==> config.mk <==
export PLATFORM = sky130hd
export DESIGN_NAME = vga_sync_gen_p_flat
export DESIGN_NICKNAME = d
export VERILOG_FILES = /design/src/rtl/vga_sync_gen_p_if.sv /design/src/rtl/vga_sync_gen_p.sv /design/src/flat_wrapper.sv
export SDC_FILE = /design/constraint.sdc
export NUM_CORES = 1
export LEC_CHECK = 0
export CAP_MARGIN = 15
export CORE_UTILIZATION = 45
export CTS_BUF_LIST = sky130_fd_sc_hd__clkbuf_4
export DETAILED_ROUTE_END_ITERATION = 10
export PLACE_DENSITY_LB_ADDON = 0.2
export SLEW_MARGIN = 5
export SYNTH_ARGS = -nofsm -noshare
export SYNTH_HDL_FRONTEND = slang
export SYNTH_SLANG_ARGS = --single-unit
==> constraint.sdc <==
create_clock -name vga_clk -period 2.2 [get_ports vga_clk]
set_input_delay 0.44 -clock vga_clk [delete_from_list [all_inputs] [get_ports vga_clk]]
set_output_delay 0.44 -clock vga_clk [all_outputs]
set_load 0.005 [all_outputs]
==> src/rtl/vga_sync_gen_p_if.sv <==
// Frame-buffer read port and VGA output bundle for vga_sync_gen_p.
// test_en exists only when VGAC_TESTPAT_EN is defined.
interface vga_sync_gen_p_if #(
   parameter int CW    = 4,
   parameter int COL_W = 10,
   parameter int ROW_W = 9
);
   logic [3*CW-1:0]  d_in;
   logic [ROW_W-1:0] row_addr;
   logic [COL_W-1:0] col_addr;
   logic             rdn;
   logic [CW-1:0]    r;
   logic [CW-1:0]    g;
   logic [CW-1:0]    b;
   logic             hs;
   logic             vs;
   logic             frame_start;
`ifdef VGAC_TESTPAT_EN
   logic             test_en;
`endif

   modport master (
      input  d_in,
`ifdef VGAC_TESTPAT_EN
      input  test_en,
`endif
      output row_addr, col_addr, rdn, r, g, b, hs, vs, frame_start
   );

   modport slave (
      output d_in,
`ifdef VGAC_TESTPAT_EN
      output test_en,
`endif
      input  row_addr, col_addr, rdn, r, g, b, hs, vs, frame_start
   );
endinterface

==> src/rtl/vga_sync_gen_p.sv <==
// Parametrised VGA timing generator with a PIPE-cycle frame-buffer read pipeline.
// Defining VGAC_TESTPAT_EN adds test_en and an 8-bar colour test pattern.
module vga_sync_gen_p #(
   parameter int H_ACTIVE = 640,
   parameter int H_FP     = 16,
   parameter int H_SYNC   = 96,
   parameter int H_BP     = 48,
   parameter int V_ACTIVE = 480,
   parameter int V_FP     = 10,
   parameter int V_SYNC   = 2,
   parameter int V_BP     = 33,
   parameter int CW       = 4,
   parameter int COL_W    = 10,
   parameter int ROW_W    = 9,
   parameter int PIPE     = 1,
   parameter bit HS_POL   = 1'b0,
   parameter bit VS_POL   = 1'b0
) (
   input  logic             vga_clk,
   input  logic             clrn,
   vga_sync_gen_p_if.master bus
);
   localparam int H_TOT = H_SYNC + H_BP + H_ACTIVE + H_FP;
   localparam int V_TOT = V_SYNC + V_BP + V_ACTIVE + V_FP;
   localparam int HC_W  = $clog2(H_TOT + 1);
   localparam int VC_W  = $clog2(V_TOT + 1);
   localparam int RGB_W = 3 * CW;

   localparam logic [HC_W-1:0] H_LAST     = HC_W'(H_TOT - 1);
   localparam logic [HC_W-1:0] H_SYNC_END = HC_W'(H_SYNC);
   localparam logic [HC_W-1:0] H_START    = HC_W'(H_SYNC + H_BP);
   localparam logic [HC_W-1:0] H_END      = HC_W'(H_SYNC + H_BP + H_ACTIVE);
   localparam logic [VC_W-1:0] V_LAST     = VC_W'(V_TOT - 1);
   localparam logic [VC_W-1:0] V_SYNC_END = VC_W'(V_SYNC);
   localparam logic [VC_W-1:0] V_START    = VC_W'(V_SYNC + V_BP);
   localparam logic [VC_W-1:0] V_END      = VC_W'(V_SYNC + V_BP + V_ACTIVE);

   logic [HC_W-1:0]  r_h_cnt;
   logic [VC_W-1:0]  r_v_cnt;
   logic             w_act;
   logic             w_hs;
   logic             w_vs;
   logic             w_first;
   logic [COL_W-1:0] w_col;
   logic [ROW_W-1:0] w_row;
   logic [RGB_W-1:0] w_pix;
   logic [RGB_W-1:0] w_rgb;

   logic             r_rdn;
   logic [COL_W-1:0] r_col;
   logic [ROW_W-1:0] r_row;
   logic             r_act_d   [0:PIPE-1];
   logic             r_hs_d    [0:PIPE];
   logic             r_vs_d    [0:PIPE];
   logic             r_first_d [0:PIPE];
   logic [RGB_W-1:0] r_rgb;

   // Raster counters: h wraps every line, v advances only on the h wrap.
   always_ff @(posedge vga_clk or negedge clrn) begin
      if (!clrn) begin
         r_h_cnt <= {HC_W{1'b0}};
         r_v_cnt <= {VC_W{1'b0}};
      end else if (r_h_cnt == H_LAST) begin
         r_h_cnt <= {HC_W{1'b0}};
         r_v_cnt <= (r_v_cnt == V_LAST) ? {VC_W{1'b0}} : r_v_cnt + VC_W'(1);
      end else begin
         r_h_cnt <= r_h_cnt + HC_W'(1);
         r_v_cnt <= r_v_cnt;
      end
   end

   always_comb begin
      w_act   = (r_h_cnt >= H_START) && (r_h_cnt < H_END) &&
                (r_v_cnt >= V_START) && (r_v_cnt < V_END);
      w_hs    = (r_h_cnt < H_SYNC_END) ? HS_POL : ~HS_POL;
      w_vs    = (r_v_cnt < V_SYNC_END) ? VS_POL : ~VS_POL;
      w_first = w_act && (r_h_cnt == H_START) && (r_v_cnt == V_START);
      w_col   = COL_W'(r_h_cnt - H_START);
      w_row   = ROW_W'(r_v_cnt - V_START);
   end

`ifdef VGAC_TESTPAT_EN
   localparam int BAR_W = H_ACTIVE / 8;

   logic       r_tp_line;
   logic       r_tp_d  [0:PIPE-1];
   logic [2:0] r_bar_d [0:PIPE-1];
   logic [2:0] w_bar;

   function automatic logic [RGB_W-1:0] bar_rgb(input logic [2:0] idx);
      return {{CW{idx[2]}}, {CW{idx[1]}}, {CW{idx[0]}}};
   endfunction

   always_comb begin
      w_bar = 3'd0;
      for (int k = 1; k < 8; k++) begin
         w_bar = w_bar + ((w_col >= COL_W'(k * BAR_W)) ? 3'd1 : 3'd0);
      end
   end

   // test_en is sampled once per line so the pattern never switches mid-line.
   always_ff @(posedge vga_clk or negedge clrn) begin
      if (!clrn) begin
         r_tp_line <= 1'b0;
         for (int i = 0; i < PIPE; i++) begin
            r_tp_d[i]  <= 1'b0;
            r_bar_d[i] <= 3'd0;
         end
      end else begin
         r_tp_line  <= (r_h_cnt == H_LAST) ? bus.test_en : r_tp_line;
         r_tp_d[0]  <= r_tp_line;
         r_bar_d[0] <= w_bar;
         for (int i = 1; i < PIPE; i++) begin
            r_tp_d[i]  <= r_tp_d[i-1];
            r_bar_d[i] <= r_bar_d[i-1];
         end
      end
   end

   always_comb begin
      w_pix = r_tp_d[PIPE-1] ? bar_rgb(r_bar_d[PIPE-1]) : bus.d_in;
   end
`else
   always_comb begin
      w_pix = bus.d_in;
   end
`endif

   always_comb begin
      w_rgb = r_act_d[PIPE-1] ? w_pix : {RGB_W{1'b0}};
   end

   // Stage A addresses, then a PIPE-deep delay so sync/flags meet d_in on its capture edge.
   always_ff @(posedge vga_clk or negedge clrn) begin
      if (!clrn) begin
         r_rdn <= 1'b1;
         r_col <= {COL_W{1'b0}};
         r_row <= {ROW_W{1'b0}};
         r_rgb <= {RGB_W{1'b0}};
         for (int i = 0; i < PIPE; i++) begin
            r_act_d[i] <= 1'b0;
         end
         for (int i = 0; i <= PIPE; i++) begin
            r_hs_d[i]    <= ~HS_POL;
            r_vs_d[i]    <= ~VS_POL;
            r_first_d[i] <= 1'b0;
         end
      end else begin
         r_rdn        <= ~w_act;
         r_col        <= w_act ? w_col : {COL_W{1'b0}};
         r_row        <= w_act ? w_row : {ROW_W{1'b0}};
         r_rgb        <= w_rgb;
         r_act_d[0]   <= w_act;
         r_hs_d[0]    <= w_hs;
         r_vs_d[0]    <= w_vs;
         r_first_d[0] <= w_first;
         for (int i = 1; i < PIPE; i++) begin
            r_act_d[i] <= r_act_d[i-1];
         end
         for (int i = 1; i <= PIPE; i++) begin
            r_hs_d[i]    <= r_hs_d[i-1];
            r_vs_d[i]    <= r_vs_d[i-1];
            r_first_d[i] <= r_first_d[i-1];
         end
      end
   end

   assign bus.rdn         = r_rdn;
   assign bus.col_addr    = r_col;
   assign bus.row_addr    = r_row;
   assign bus.r           = r_rgb[3*CW-1:2*CW];
   assign bus.g           = r_rgb[2*CW-1:CW];
   assign bus.b           = r_rgb[CW-1:0];
   assign bus.hs          = r_hs_d[PIPE];
   assign bus.vs          = r_vs_d[PIPE];
   assign bus.frame_start = r_first_d[PIPE];
endmodule

==> src/flat_wrapper.sv <==
// flat-port wrapper written by rule: the top's interface ports become plain ports
module vga_sync_gen_p_flat 
#(
   parameter int H_ACTIVE = 640,
   parameter int H_FP     = 16,
   parameter int H_SYNC   = 96,
   parameter int H_BP     = 48,
   parameter int V_ACTIVE = 480,
   parameter int V_FP     = 10,
   parameter int V_SYNC   = 2,
   parameter int V_BP     = 33,
   parameter int CW       = 4,
   parameter int COL_W    = 10,
   parameter int ROW_W    = 9,
   parameter int PIPE     = 1,
   parameter bit HS_POL   = 1'b0,
   parameter bit VS_POL   = 1'b0
)
  (vga_clk, clrn, bus_d_in, bus_row_addr, bus_col_addr, bus_rdn, bus_r, bus_g, bus_b, bus_hs, bus_vs, bus_frame_start);
  vga_sync_gen_p_if #(.CW(CW), .COL_W(COL_W), .ROW_W(ROW_W)) bus_i ();
  input  logic vga_clk;
  input  logic clrn;
  input wire logic [$bits(bus_i.d_in)-1:0] bus_d_in;
  output wire logic [$bits(bus_i.row_addr)-1:0] bus_row_addr;
  output wire logic [$bits(bus_i.col_addr)-1:0] bus_col_addr;
  output wire logic [$bits(bus_i.rdn)-1:0] bus_rdn;
  output wire logic [$bits(bus_i.r)-1:0] bus_r;
  output wire logic [$bits(bus_i.g)-1:0] bus_g;
  output wire logic [$bits(bus_i.b)-1:0] bus_b;
  output wire logic [$bits(bus_i.hs)-1:0] bus_hs;
  output wire logic [$bits(bus_i.vs)-1:0] bus_vs;
  output wire logic [$bits(bus_i.frame_start)-1:0] bus_frame_start;
  assign bus_i.d_in = bus_d_in;
  assign bus_row_addr = bus_i.row_addr;
  assign bus_col_addr = bus_i.col_addr;
  assign bus_rdn = bus_i.rdn;
  assign bus_r = bus_i.r;
  assign bus_g = bus_i.g;
  assign bus_b = bus_i.b;
  assign bus_hs = bus_i.hs;
  assign bus_vs = bus_i.vs;
  assign bus_frame_start = bus_i.frame_start;
  vga_sync_gen_p #(.H_ACTIVE(H_ACTIVE), .H_FP(H_FP), .H_SYNC(H_SYNC), .H_BP(H_BP), .V_ACTIVE(V_ACTIVE), .V_FP(V_FP), .V_SYNC(V_SYNC), .V_BP(V_BP), .CW(CW), .COL_W(COL_W), .ROW_W(ROW_W), .PIPE(PIPE), .HS_POL(HS_POL), .VS_POL(VS_POL)) u_core (.vga_clk(vga_clk), .clrn(clrn), .bus(bus_i));
endmodule
# After elaboration in Yosys (flattened, before gate mapping)
# Cells that the tools add are included.
# W data, S select, Z words.
classes:
  n_addsub: 4
  magnitude_cmp: 6
  n_eq_ne: 4
  n_mux: 7
  bitwise_logic: 1
  n_reduce_logical: 5
op_table:
  columns: ["cell", "n"]
  rows:
  - ["$mux W10", 3]
  - ["$add A10 B1 Y10 const B", 2]
  - ["$eq A10 B10 Y1 const B", 2]
  - ["$lt A10 B10 Y1 const B", 2]
  - ["$mux W12", 1]
  - ["$eq A10 B6 Y1 const B", 1]
  - ["$eq A10 B8 Y1 const B", 1]
  - ["$ge A10 B6 Y1 const B", 1]
  - ["$ge A10 B8 Y1 const B", 1]
  - ["$lt A10 B2 Y1 const B", 1]
  - ["$lt A10 B7 Y1 const B", 1]
  - ["$sub A10 B8 Y10 const B", 1]
  - ["$mux W9", 1]
  - ["$sub A9 B6 Y9 const B", 1]
  - ["$logic_and A1 B1 Y1", 5]
  - ["$mux W1", 2]
  - ["$not A1 Y1", 1]
totals:
  reg_bits: 59
  input_bits: 14
  out_inout_bits: 35
  wordCells: 40

# Logic depth before layout (Yosys ltp)
# Gate-level depths: netlist of the first run.
depth:
  ltp_word: 6
  mapped_depth: 7
  ltp_nobuf: 6

# Worst setup path after synthesis of the first run
# Ideal clock, no wire load.
synth_timing:
  path_kind: "reg2reg"
  startpoint: "register u_core.r_v_cnt[0]"
  endpoint: "register u_core.r_col[6] (netlist: u_core.bus.col_addr[6])"
  setup_ns: 0.125
  arrival_ns: 1.704
  required_ns: 2.075
  slack_ns: 0.371
  path_stages_with_launch: 8
  n_path_buf: 3
  period_less_slack_ns: 1.829
  path_cell_list: "dfrtp_1 ha_1 clkbuf_1 o41a_1 nor2b_1 buf_2 buf_2 nor3_1"
synth_between:
  elab_chain_cells: 4
  word_cells_on_any_way: 5
  classes_between: "order compare: 2; mux: 1; reduce/logical: 2"
synth_lines:
  columns: ["item", "line", "text"]
  rows:
  - ["from (decl)", "vga_sync_gen_p.sv:39", "logic [VC_W-1:0] r_v_cnt;"]
  - ["from (signal assigned)", "vga_sync_gen_p.sv:62", "r_v_cnt <= {VC_W{1'b0}};"]
  - ["from (signal assigned)", "vga_sync_gen_p.sv:65", "r_v_cnt <= (r_v_cnt == V_LAST) ? {VC_W{1'b0}} : r_v_cnt + VC_W'(1);"]
  - ["from (signal assigned)", "vga_sync_gen_p.sv:68", "r_v_cnt <= r_v_cnt;"]
  - ["$ge A10 B6 Y1", "vga_sync_gen_p.sv:74", "(r_v_cnt >= V_START) && (r_v_cnt < V_END);"]
  - ["$logic_and A1 B1 Y1", "vga_sync_gen_p.sv:73", "w_act = (r_h_cnt >= H_START) && (r_h_cnt < H_END) &&"]
  - ["$logic_and A1 B1 Y1 *", "vga_sync_gen_p.sv:74", null]
  - ["$mux W10 *", "vga_sync_gen_p.sv:150", "r_col <= w_act ? w_col : {COL_W{1'b0}};"]
  - ["to (signal assigned)", "vga_sync_gen_p.sv:137", "r_col <= {COL_W{1'b0}};"]
  - ["to (signal assigned)", "vga_sync_gen_p.sv:150", null]
  - ["to (decl)", "vga_sync_gen_p.sv:50", "logic [COL_W-1:0] r_col;"]
# Every way passes the cells marked *; elsewhere a longest branch is shown, timed or not.
# A chain may end at the register's enable or synchronous reset.

# Worst setup path after layout of the first run
# Same ends and word-level chain as after synthesis.

==> impl_metrics.py, run 1 <==
metrics = {
    "status": {
        "status": "finished clean",
    },
    "clocking": {
        "clk_pin_slew_ns": 0.11,
        "max-clock-path-buffers": 2,
        "clockRootBuffer": "clkbuf_4",
        "htree_levels": 3,
        "clkSinkCount": 59,
        "numCtsBuffers": 9,
        "cts_tree": "built",
        "post_cts_buffers": 0,
        "clock_latency_ns": 0.41,
    },
    "sta": {
        "timing.fmax_mhz": 490,
        "hold_violations": 0,
        "fin_crit_ns": 2.04,
        "final.setup_skew_ns": 0.0141,
        "tightestPinTransition_ns": 0.471,
        "rsz0062_at_grt": "no",
        "fin_tns_setup_ns": 0,
        "setup_viol": 0,
        "max_slew_margin_pct": 68.3,
        "final_max_slew_viol_count": 0,
        "fin_crit_sh_pct": 92.7,
    },
    "detailed_routing": {
        "antenna_left": 0,
        "drt_wl_total_mm": 5.15,
        "drc": 0,
        "vias": 1866,
        "dr.pass1.iters": 4,
        "drtIter0Drc": 84,
        "post_drt_via_cell_ratio": 5.10,
        "wl_per_cell_um": 14.1,
    },
    "logic_synthesis": {
        "synth.largest_area_cell": "dfrtp_1",
        "synth_ff_type": "dfrtp_1",
        "synth_seq_cells": 59,
        "yosysWarnings": 0,
        "synth_edf_count": 0,
        "synthArstFlopShare_pct": 100,
        "synth-seq-area-share_pct": 56.2,
        "yosysTopAreaCellShare_pct": 51.2,
        "synthDistinctLibCells": 49,
        "netlist_area_sq_um": 2640,
        "syn_avg_cell_area_sq_um": 11.4,
        "syn-instance-count": 232,
        "synth_area_leaders": "dfrtp_1 (51%), dfstp_2 (5.0%), nor3_1 (4.5%), and2_1 (3.6%), ha_1 (3.3%)",
        "synth_nets": 253,
    },
    "power_and_ir_drop": {
        "powerDensity_nw_per_um2": 560,
        "ir_worst_vdd_v": 0.000345,
        "seqPwrFrac_pct": 57.5,
        "p_sw_share_pct": 23.2,
        "power.switching_mw": 0.438,
        "pwr-share-clk_pct": 40.1,
        "p_int_mw": 1.45,
        "cellLeakagePower_nw": 1.55,
        "p_comb_share_pct": 2.4,
    },
    "grt": {
        "grt_max_degree": 23,
        "grt_pass1_vias": 1865,
        "grt_pass1_wl_mm": 8.76,
        "antenna_found_initial": 0,
        "grt_usage_pct": 19.0,
        "grt-ovfl-total": 0,
    },
    "finish": {
        "drive_gt1_share_pct": 17.3,
        "fin_area_sq_um": 3370,
        "area_delta_synth_final_pct": 27.6,
        "diodes": 0,
        "layout.nets": 310,
    },
    "setup_path": {
        "crit_chain": "ha_1 > nor4_2 > a21boi_0 > a311o_1 > buf_4 > nor3_1",
        "cp.arrival_ns": 2.36,
        "cpMaxStageDelayCell": "dfrtp_1",
        "end_kind": "register",
        "critPathMaxStageDelay_ns": 0.44,
        "crit_fanout": 16,
        "start_kind": "register",
        "critPathKind": "register to register",
        "crit_required_ns": 2.52,
    },
    "floorplanning": {
        "initial_core_util_pct": 47.4,
        "fp.dieArea_sq_um": 6180,
        "boundaryPins": 49,
        "coreArea_sq_um": 5570,
        "die_x_um": 78.6,
        "die_h_um": 78.6,
        "rows": 27,
    },
    "place": {
        "place_hpwl_mm": 3.68,
        "placedInstanceArea_sq_um": 3220,
        "routabilityCongestion": 0.811,
        "port_buffers": 48,
    },
    "hold_path": {
        "worstHoldPathType": "register to register",
    },
    "flow_run": {
        "drv_cap": 0,
    },
}
path summary, 6_finish.rpt:
path                                      from                      to  slack, ns  depth (start not counted)
max                          u_core.r_v_cnt[0]  u_core.bus.col_addr[6]       0.16                          6
min                        u_core.r_first_d[1]  u_core.bus.frame_start       0.36                          0
max reg2reg                  u_core.r_v_cnt[0]  u_core.bus.col_addr[6]       0.16                          6
min reg2reg                u_core.r_first_d[1]  u_core.bus.frame_start       0.36                          0
max in group asynchronous                 clrn          u_core.bus.rdn       1.02                          3
min in group asynchronous                 clrn  u_core.bus.row_addr[7]       0.49                          2
logic make-up (layout without fill, tap and decap cells):
group / after synthesis / count (layout) / synth area share [%]
compound gates: 26 / 26 / 6.92
fa+ha+maj: 7 / 7 / 3.32
mux: 2 / 2 / 0.758
buf+inv: 23 / 85 / 4.31
simple gates: 100 / 100 / 23.6
flops: 59 / 59 / 56.2
xor+xnor: 15 / 15 / 4.98
synth_stat cells (all sizes together), types with 6 or more instances:
cell,count
dfrtp,54
nor3,25
and2,16
buf,13
nand2,13
nor2,9
nand3,8
xnor2,8
ha,7
inv,7
xor2,7
a21oi,6
o21ai,6
what timing repair did:
action	4_1_cts	5_1_grt
gates resized for setup	0	1
hold endpoints to repair	19	0
hold buffers	1	0
setup endpoints to repair	0	3
power by group through the flow:
stage          sequential [mW]  combinational [mW]  clock, mW
6_report                  1.08              0.0451      0.757
5_1_grt                   1.08              0.0525      0.829
4_1_cts                   1.08              0.0479      0.789
3_5_place_dp              1.11              0.0462          0
3_3_place_gp              1.11              0.0460          0
2_1_floorplan             1.11          0.00000132          0
cells in the final DEF (no fill, tap or decap), types with 5 or more instances in the layout:
cell type and n:
dfstp_2 5, nand2_1 13, inv_1 7, clkdlybuf4s50_1 47, a21oi_1 6, and2_1 15, buf_4 13, nor3_1 24
xnor2_1 8, o21ai_0 6, nor2_1 9, nand3_1 7, clkbuf_4 9, xor2_1 7, dfrtp_1 54, ha_1 7
through the flow:
step	std cells	setup slack [ns]	power, mW	hold slack (ns)	utilization (%)
6_report	366	0.161	1.89	0.361	60.4
5_1_grt	366	0.0134	1.97	0.365	60.4
4_1_cts	366	0.143	1.92	0.361	60.3
3_5_place_dp	349	0.158	1.15	0.338	57.7
3_3_place_gp	349	0.255	1.15	0.339	57.7
2_1_floorplan	232	0.371	1.11	0.144	-
state kept, by name, summed over array words and instances, names as in the netlist:
name / count
u_core.bus.vs: 1
u_core.r_vs_d: 1
u_core.r_hs_d: 1
u_core.bus.frame_start: 1
u_core.bus.row_addr: 9
u_core.r_first_d: 1
u_core.r_v_cnt: 10
u_core.bus.hs: 1
u_core.bus.rdn: 1
u_core.bus.col_addr: 10
u_core.r_act_d: 1
u_core.r_h_cnt: 10
u_core.r_rgb: 12
cell type report:
class	count	area, sq um
clock buffer	9	67.6
inverter	7	26.3
tap	72	90.1
multi-input combinational	150	1050
timing repair buffer	62	583
fill	477	2210
clock inverter	7	68.8
sequential	59	1480
routing by layer:
metal	part of all wire, %	vias to the layer above	track usage, %
met5	0	-	0
met4	2.5	0	11.7
met3	7.3	11	4.77
met2	42	58	27.8
met1	48	878	25.1
li1	-	919	-
critical path, delay by kind of cell (launching register included):
kind | cells | cell delay (ns)
AOI/OAI and AO/OA | 2 | 0.56
buffers and inverters | 1 | 0.23
DFF | 1 | 0.44
adders and majority gates | 1 | 0.26
and+or+nand+nor | 2 | 0.46
Note: power is estimated with default switching activity, not from simulation.
==> run 2, diff against run 1 <==
==> constraint.sdc (replaced) <==
create_clock -name vga_clk -period 1.7 [get_ports vga_clk]
set_input_delay 0.34 -clock vga_clk [delete_from_list [all_inputs] [get_ports vga_clk]]
set_output_delay 0.34 -clock vga_clk [all_outputs]
set_load 0.005 [all_outputs]
==> run 2 against run 1 <==
Worst hold slack worse by 0.0076 ns. Critical path depth up 1. Sequential share of layout area down 6.4 points. Routed wire length up 27%. The flow now finishes with violations (negative setup slack). Maximum frequency up 17%. Final area up 17%. Non-clock buffer count up 38. Via count up 15%. First-iteration DRC count down 20%.
==> impl_metrics.py, run 2 (synthesis gave the netlist of run 1 again) <==
metrics = {
    "floorplanning": {
        "coreArea_sq_um": 5570,
        "initial_core_util_pct": 47.4,
        "fp.dieArea_sq_um": 6180,
        "die_h_um": 78.6,
        "boundaryPins": 49,
        "rows": 27,
        "die_x_um": 78.6,
    },
    "sta": {
        "final.setup_skew_ns": 0.0127,
        "setup_slack_ns": -0.0393,
        "rsz0062_at_grt": "yes",
        "final_max_slew_viol_count": 0,
        "timing.fmax_mhz": 575,
        "hold_violations": 0,
        "fin_crit_sh_pct": 102,
        "setup_viol": 15,
        "fin_crit_ns": 1.74,
        "fin_hold_ws_ns": 0.353,
        "tightestPinTransition_ns": 0.409,
        "max_slew_margin_pct": 72.5,
    },
    "finish": {
        "layout.nets": 348,
        "regMostFlops": "u_core.r_rgb",
        "fillCellCount": 412,
        "diodes": 0,
        "final_common_cell": "dfrtp_1",
        "area_delta_synth_final_pct": 49.6,
        "fin_area_sq_um": 3950,
        "most-common-layout-cells": "dfrtp_1 (52), clkdlybuf4s50_1 (44), buf_4 (36)",
        "drive_gt1_share_pct": 37.3,
        "largest_reg_flops": 12,
    },
    "setup_path": {
        "cp_common_cell": "buf_4",
        "critPathKind": "register to register",
        "crit_buf_inv": 2,
        "start_kind": "register",
        "end_kind": "register",
        "cp.arrival_ns": 2.02,
        "critPathMaxStageDelay_ns": 0.37,
        "crit_fanout": 5,
        "cpMaxStageDelayCell": "dfrtp_1",
        "crit_required_ns": 1.98,
        "crit_chain": "ha_1 > nand3_4 > buf_4 > nor4_2 > buf_4 > nand3_1 > xnor2_1",
        "crit_family": "simple AND/OR/NAND/NOR gates",
    },
    "hold_path": {
        "worstHoldPathType": "input pin to asynchronous set/reset pin",
    },
    "clocking": {
        "htree_levels": 3,
        "clock_latency_ns": 0.40,
        "clockRootBuffer": "clkbuf_4",
        "cts_tree": "built",
        "clk_pin_slew_ns": 0.11,
        "max-clock-path-buffers": 2,
        "clkSinkCount": 59,
        "numCtsBuffers": 9,
    },
    "power_and_ir_drop": {
        "p_comb_share_pct": 2.5,
        "pwr-share-clk_pct": 40.1,
        "powerDensity_nw_per_um2": 619,
        "p_sw_share_pct": 23.2,
        "seqPwrFrac_pct": 57.4,
        "power.switching_mw": 0.567,
        "p_int_mw": 1.88,
        "cellLeakagePower_nw": 1.82,
        "ir_worst_vdd_v": 0.000511,
    },
    "detailed_routing": {
        "post_drt_via_cell_ratio": 5.29,
        "antenna_left": 0,
        "dr.pass1.iters": 4,
        "wl_per_cell_um": 16.2,
        "vias": 2139,
        "drc": 0,
        "drt_wl_total_mm": 6.53,
        "drtIter0Drc": 67,
    },
    "grt": {
        "antenna_found_initial": 0,
        "grt-ovfl-total": 0,
        "grt_usage_pct": 22.5,
        "met1_usage_pct": 27.9,
        "grt_pass1_wl_mm": 10.5,
        "top_usage_layer": "met2",
        "grt_pass1_vias": 2150,
        "use_met2_pct": 36.0,
        "grt_max_degree": 48,
        "use_met3_pct": 6.16,
    },
    "status": {
        "status": "complete, but fails checks",
        "violations": "negative setup slack",
    },
    "flow_run": {
        "drv_cap": 0,
    },
    "place": {
        "routabilityCongestion": 0.898,
        "placedInstanceArea_sq_um": 3520,
        "place_hpwl_mm": 4.04,
        "port_buffers": 48,
    },
}
[run 2: changes by cell type in the layout (fill, tap and decap cells not counted), moves of 5 or more]
cell    change
buf_4      +23
nor3_4      +5
buf_6      +13
nor3_2     +14
nor3_1     -19
[run 2: through the flow]
| step | power (mW) | worst slack [ns] | TNS [ns] | cells | utilization [%] |
|---|---|---|---|---|---|
| 2_1_floorplan | 1.43 | -0.0718 | -0.815 | 232 | - |
| 3_3_place_gp | 1.49 | -0.169 | -1.26 | 380 | 63.1 |
| 3_5_place_dp | 1.49 | -0.149 | -1.87 | 380 | 63.1 |
| 4_1_cts | 2.47 | -0.0851 | -0.442 | 402 | 68.7 |
| 5_1_grt | 2.55 | -0.141 | -2.15 | 404 | 70.8 |
| 6_report | 2.44 | -0.0393 | -0.232 | 404 | 70.8 |
[run 2: final cells by class]
type                            count  area (sq um)  area share [%]
Clock inverter                      7          68.8            1.74
Tap cell                           72          90.1            2.28
Sequential cell                    59          1490            37.6
Timing Repair Buffer              100           923            23.4
Multi-Input combinational cell    150          1290            32.6
Inverter                            7          26.3           0.665
Clock buffer                        9          67.6            1.71
[run 2: timing repair]
| action | CTS | global route |
|---|---|---|
| gates cloned | 1 | 1 |
| setup buffers | 4 | 1 |
| hold endpoints to repair | 12 | 0 |
| pin swaps | 10 | 9 |
| hold buffers | 1 | 0 |
| endpoints found under the setup margin | 30 | 33 |
| resized for setup | 33 | 27 |
[run 2: routing by layer]
layer / routed length [um] / vias to the layer above
met3: 478 / 13
met4: 178 / 0
li1: - / 990
met5: 0 / -
met1: 2660 / 1052
met2: 3210 / 84
[run 2: final timing paths]
kind	start	to	slack (ns)	cells past startpoint
worst max-delay path	u_core.r_h_cnt[0]	u_core.r_v_cnt[5]	-0.04	7
worst min-delay path	clrn	u_core.r_rgb[6]	0.35	2
worst max register to register	u_core.r_h_cnt[0]	u_core.r_v_cnt[5]	-0.04	7
worst min register to register	u_core.r_hs_d[1]	u_core.bus.hs	0.36	0
max in group asynchronous	clrn	u_core.bus.rdn	0.75	3
min in group vga_clk	u_core.r_hs_d[1]	u_core.bus.hs	0.36	0
[run 2: power groups by stage]
stage               Clock, mW  Sequential, mW  Combinational [mW]
finish                  0.979            1.40              0.0609
global route             1.08            1.40              0.0689
CTS                      1.00            1.40              0.0639
detailed placement          0            1.43              0.0615
global placement            0            1.43              0.0617
floorplan                   0            1.43          0.00000158
